**src/rtl/branch_resolve_unit.sv**
```systemverilog
// EX-stage resolution of beq branches: compares operands, flushes on misprediction,
// trains a 2-bit saturating predictor and keeps saturating branch/mispredict counts.
`timescale 1ns/1ps
module branch_resolve_unit #(
  parameter int DATA_W = 32,
  parameter int CNT_W  = 16
) (
  input  logic              clk_i,
  input  logic              rst_i,
  input  logic              Branch_i,
  input  logic              Predict_i,
  input  logic [DATA_W-1:0] RS1data_i,
  input  logic [DATA_W-1:0] RS2data_i,
  input  logic [DATA_W-1:0] Imm_i,
  input  logic [DATA_W-1:0] PC_i,
  output logic              Predict_o,
  output logic              Flush_o,
  output logic [DATA_W-1:0] RedirectPC_o,
  output logic [CNT_W-1:0]  BranchCnt_o,
  output logic [CNT_W-1:0]  MispredCnt_o
);

  typedef enum logic [1:0] {
    SNT = 2'b00,
    WNT = 2'b01,
    WT  = 2'b10,
    ST  = 2'b11
  } state_t;

  state_t                   state_q;
  state_t                   state_d;
  logic                     taken;
  logic signed [DATA_W-1:0] imm_s;
  logic        [DATA_W-1:0] target;
  logic        [DATA_W-1:0] fall_thru;
  logic        [CNT_W-1:0]  br_cnt_q;
  logic        [CNT_W-1:0]  mis_cnt_q;

  function automatic logic [CNT_W-1:0] sat_inc(input logic [CNT_W-1:0] v);
    return (&v) ? v : v + CNT_W'(1);
  endfunction

  // Resolution is purely combinational so the flush lands in the same EX cycle.
  assign imm_s        = Imm_i;
  assign taken        = (RS1data_i == RS2data_i);
  assign target       = PC_i + $unsigned(imm_s <<< 1);
  assign fall_thru    = PC_i + DATA_W'(4);
  assign Flush_o      = Branch_i & (taken ^ Predict_i);
  assign RedirectPC_o = taken ? target : fall_thru;
  assign Predict_o    = state_q[1];
  assign BranchCnt_o  = br_cnt_q;
  assign MispredCnt_o = mis_cnt_q;

  always_ff @(posedge clk_i or negedge rst_i) begin
    if (!rst_i) begin
      state_q <= ST;
    end else begin
      state_q <= state_d;
    end
  end

  always_comb begin
    state_d = state_q;
    if (Branch_i) begin
      case (state_q)
        SNT:     state_d = taken ? WNT : SNT;
        WNT:     state_d = taken ? WT  : SNT;
        WT:      state_d = taken ? ST  : WNT;
        ST:      state_d = taken ? ST  : WT;
        default: state_d = ST;
      endcase
    end
  end

  // Counter updates are independent of each other and of the predictor.
  always_ff @(posedge clk_i or negedge rst_i) begin
    if (!rst_i) begin
      br_cnt_q  <= '0;
      mis_cnt_q <= '0;
    end else begin
      if (Branch_i) br_cnt_q  <= sat_inc(br_cnt_q);
      if (Flush_o)  mis_cnt_q <= sat_inc(mis_cnt_q);
    end
  end

endmodule
```
**config.mk**
```make
export PLATFORM = sky130hd
export DESIGN_NAME = branch_resolve_unit
export DESIGN_NICKNAME = d
export VERILOG_FILES = /design/src/rtl/branch_resolve_unit.sv
export SDC_FILE = /design/constraint.sdc
export NUM_CORES = 1
export LEC_CHECK = 0
export CAP_MARGIN = 5
export CORE_ASPECT_RATIO = 0.8
export CORE_MARGIN = 5
export CORE_UTILIZATION = 46
export DETAILED_ROUTE_END_ITERATION = 8
export PLACE_DENSITY_LB_ADDON = 0.25
export SLEW_MARGIN = 20
export SYNTH_ARGS = -nofsm -noshare
export SYNTH_HDL_FRONTEND = slang
export SYNTH_SLANG_ARGS = --single-unit
```
**constraint.sdc**
```tcl
create_clock -name clk_i -period 5.9 [get_ports clk_i]
set_clock_uncertainty 0.05 [all_clocks]
set_input_delay 1.18 -clock clk_i [delete_from_list [all_inputs] [get_ports clk_i]]
set_output_delay 1.18 -clock clk_i [all_outputs]
set_load 0.02 [all_outputs]
```
# == Word level (Yosys, flattened, before mapping) ==
# Index checks and enable logic that the tools add are counted.
# Widths: inputs -> output; s select.
# totals
elab_cells,26
out_inout_bits,66
in_bits,132
reg_bits,34
# classes
eq_ne,4
add_sub_neg,4
mux,6
reduce_logical,5
bitwise_logic,4
# op_table
operator,n
$add 16x1->16 const B,2
$add 32x3->32 const B,1
$add 32x32->32,1
$eq 32x32->1,1
$mux 32,1
$reduce_and 16->1,2
$pmux 2 s4,1
$eq 2x2->1 const B,2
$mux 2,2
$reduce_and 2->1,2
$eq 2x1->1 const B,1
$logic_not 2->1,1
$mux 1,2
$not 1->1,2
$and 1x1->1,1
$xor 1x1->1,1

# == Depth between registers and ports, before layout ==
# logic_depth
ltp_word,4
depth_mapped,11
mapped_depth_nobuf,11

# == Least setup slack after synthesis ==
# OpenSTA, ideal clock, no wires.
# synth_timing
path_kind,input-to-output
startpoint,input port Imm_i[0]
endpoint,output port RedirectPC_o[31]
path_slack_ns,1.069
path_buffers,0
arrival_time_ns,3.601
path_stages,11
required_time_ns,4.670
cell_sequence,ha_1 inv_1 fa_1 nor2b_1 o31a_1 o21a_2 a2111oi_4 o211ai_1 a2111oi_1 a2111oi_2 xnor2_1
# synth_via
elab_chain_cells,2
# synth_lines
item,line,source
start: declaration,14,"input logic [DATA_W-1:0] Imm_i,"
$add 32x32->32,46,assign target = PC_i + $unsigned(imm_s <<< 1);
$mux 32,49,assign RedirectPC_o = taken ? target : fall_thru;
end: declaration,18,"output logic [DATA_W-1:0] RedirectPC_o,"
# No other way between the ends.

# == Worst setup path after layout ==
# layout_timing
startpoint,input port PC_i[2]
endpoint,output port RedirectPC_o[26]
# layout_via
elab_chain_cells,2
elab_cells_between_ends,3
classes_between,add/sub (2); mux (1)
# layout_lines
item,line,source
start: declaration,15,"input logic [DATA_W-1:0] PC_i,"
$add 32x3->32 or $add 32x32->32 (tied branches),"47, 46",
$mux 32 (*),49,
# Mark *: on every way between the ends. The rest lies on a longest branch, timed or not.

==> impl_metrics.yaml <==
pwr:
  p_leak_nw: 2.85
  switching_share_pct: 35.1
  ir_drop_uv: 104
  p_comb_share_pct: 47.4
  sequentialPowerShare_pct: 26.0
  p_sw_uw: 448
  p_int_uw: 830
  clkPwrFrac_pct: 26.6
  power_per_cell_area_mw_per_mm2: 189
  finalPower_mw: 1.28
die:
  row_count: 31
  die_x_um: 119
  io_pins: 198
  die_h_um: 96.9
  initial_core_util_pct: 47.5
  core_mm2: 0.00915
  die_area_mm2: 0.0115
route:
  drtPass1Iterations: 5
  wl_um: 14400
  antenna_left: 0
  vias: 4922
  drcViolationCount: 0
  drt-vias-per-instance: 5.61
  first_iter_violations: 402
  wl_per_cell_um: 16.4
grt:
  grt_pass1_vias: 4954
  gr-total-overflow: 0
  grt_antenna_before_repair: 0
  grt_max_degree: 48
  grt_pass1_wl_um: 23100
  grt_usage_pct: 23.8
min_path:
  hold_class: "register to register"
finish:
  drive_gt1_share_pct: 6.30
  seqCellArea_um2: 853
  fin_util_pct: 73.9
  num-fill-cells: 730
  multi_input_area_mm2: 0.00339
  final_cell_area_mm2: 0.00677
  antennaDiodeCount: 0
  num-nets-final: 927
  area_delta_synth_final_pct: 55.7
sta:
  setup_viol: 0
  relSlewSlack_pct: 58.1
  rsz0062_at_grt: "false"
  finalCritPeriodShare_pct: 96.1
  fin_setup_tns_ns: 0
  whs_ns: 0.444
  max_freq_mhz: 176
  period_minus_slack_ns: 5.67
  final_max_slew_viol_count: 0
  worst_pin_slew_ns: 0.621
  hold_viol: 0
yosys:
  ys_async_sr_fraction_pct: 100
  synth.distinct_cells: 63
  synth_nets: 718
  syn_area_per_cell_um2: 7.87
  seq_area_frac_synth_pct: 19.6
  yosysWarningCount: 0
  synth_flop_cell: "dfrtp_1"
  synth_area_mm2: 0.00435
  synth.ff_latch_count: 34
  synthCells: 552
  synth_edf_count: 0
clock_tree:
  cts_sinks: 34
  htreeDepth: 2
  path_clk_slew_ns: 0.06
  cts_tree: "done"
  cts_made_buffers: 5
  cts_root_buf: "clkbuf_16"
  cts_buffer_depth: 2
  ctsHoldBuffers: 0
  clk_latency_ns: 0.28
  post-cts-setup-buffers: 0
worst_setup_path:
  path_max_fanout: 6
  critPathLaunchType: "input port"
  cp-end-kind: "output pin"
  r2r-start: "MispredCnt_o[4]"
  reg2reg_depth: 6
  path_class: "input port to output pin"
  rrSetupSlack_ns: 3.59
  r2r_end: "MispredCnt_o[1]"
  worstPathArrival_ns: 4.44
  startpoint: "PC_i[2]"
  worstPathRequired_ns: 4.67
  endpoint: "RedirectPC_o[26]"
placement:
  placed_area_mm2: 0.00654
  place_hpwl_um: 12000
  port_buffers: 194
  gp_congestion: 0.898
outcome:
  status: "finished clean"
flow_run:
  drv_cap: 0
-- synth_stat cells (6+ instances only) --
cell | count | area [µm²]
o21ai_0 | 28 | 140
o211ai_1 | 6 | 45.0
and2_1 | 8 | 50.1
xor2_1 | 31 | 272
nand4_1 | 16 | 100
inv_1 | 18 | 67.6
ha_1 | 33 | 413
nor2_1 | 40 | 150
nor3_1 | 12 | 60.1
xnor2_1 | 76 | 666
nand3_1 | 29 | 145
clkbuf_1 | 8 | 30.0
a21oi_1 | 39 | 195
and3_1 | 15 | 93.8
a21o_1 | 13 | 97.6
nand2_1 | 60 | 225
dfrtp_1 | 32 | 801
a211oi_1 | 7 | 52.6
-- logic make-up after synthesis --
family	Yosys count	share of synthesized area [%]
and+or+nand+nor	210	24.5
AOI/OAI and AO/OA	131	20.2
xor gates and xnor gates	107	21.6
adders and majority gates	34	9.96
DFF	34	19.6
buffers and inverters	30	2.71
muxes	6	1.47
-- metal layers --
metal / vias to the layer above / wire [µm] / global-route usage [%]
met5: - / 0 / 0
met4: 0 / 328 / 7.03
met3: 28 / 1070 / 6.53
met2: 225 / 6840 / 41.1
met1: 2261 / 6150 / 28.8
li1: 2408 / - / -
-- state kept, by name, indices dropped and copies added, names as in the netlist --
register / count
BranchCnt_o: 16
MispredCnt_o: 16
state_q: 2
-- through the flow --
stage               instances  worst slack (ns)
finish                    877             0.231
global route              877            0.0409
CTS                       877            0.0299
detailed placement        869            0.0577
global placement          869            0.0676
floorplan                 552              1.07
-- power by group through the flow --
stage          sequential (mW)  clock [mW]  combinational (mW)
3_3_place_gp             0.331           0               0.585
4_1_cts                  0.331       0.346               0.604
2_1_floorplan            0.376           0               0.266
3_5_place_dp             0.334           0               0.600
5_1_grt                  0.338       0.358               0.653
6_report                 0.332       0.341               0.606
-- worst max-delay path, stage by stage --
cell and delay, ns:
clkdlybuf4s50_1 0.58, ha_1 0.22, and3_1 0.23, and2_1 0.22, nand3_1 0.20, nor3_1 0.31, nand2b_1 0.26, or3_1 0.36
nand3_1 0.09, o211a_1 0.16, clkdlybuf4s50_1 0.63
-- cells in the final DEF, fill, tap and decap left out, types with 6 or more instances in the layout --
cell	Yosys	routed
a211oi_1	7	6
a21o_1	13	13
a21oi_1	39	39
and2_1	8	8
and3_1	15	15
buf_4	1	19
clkdlybuf4s50_1	0	190
dfrtp_1	32	32
ha_1	33	33
inv_1	18	18
nand2_1	60	60
nand3_1	29	29
nand4_1	16	16
nor2_1	40	40
nor3_1	12	12
o211ai_1	6	6
o21ai_0	28	28
xnor2_1	76	76
xor2_1	31	31
-- cell type report --
cell class                 instances  area share [%]
multi-input combinational        488            50.1
timing repair buffer             214            31.3
sequential                        34            12.6
tap                              115            2.13
clock buffer                       5            1.85
clock inverter                     3            1.02
inverter                          18           0.999
-- how the worst min path moves through the flow --
stage,endpoint,cells after the start,from
6_report,MispredCnt_o[15],1,MispredCnt_o[15]
5_1_grt,MispredCnt_o[10],1,MispredCnt_o[10]
4_1_cts,MispredCnt_o[15],1,MispredCnt_o[15]
3_5_place_dp,MispredCnt_o[10],1,MispredCnt_o[10]
3_3_place_gp,BranchCnt_o[7],1,BranchCnt_o[7]
2_1_floorplan,state_q[1],2,state_q[0]
-- repair_timing --
action,4_1_cts,5_1_grt
setup endpoints to repair,0,4
hold endpoints to repair,0,0
gates resized for setup,0,8
Note: power is estimated with default switching activity, not from simulation.
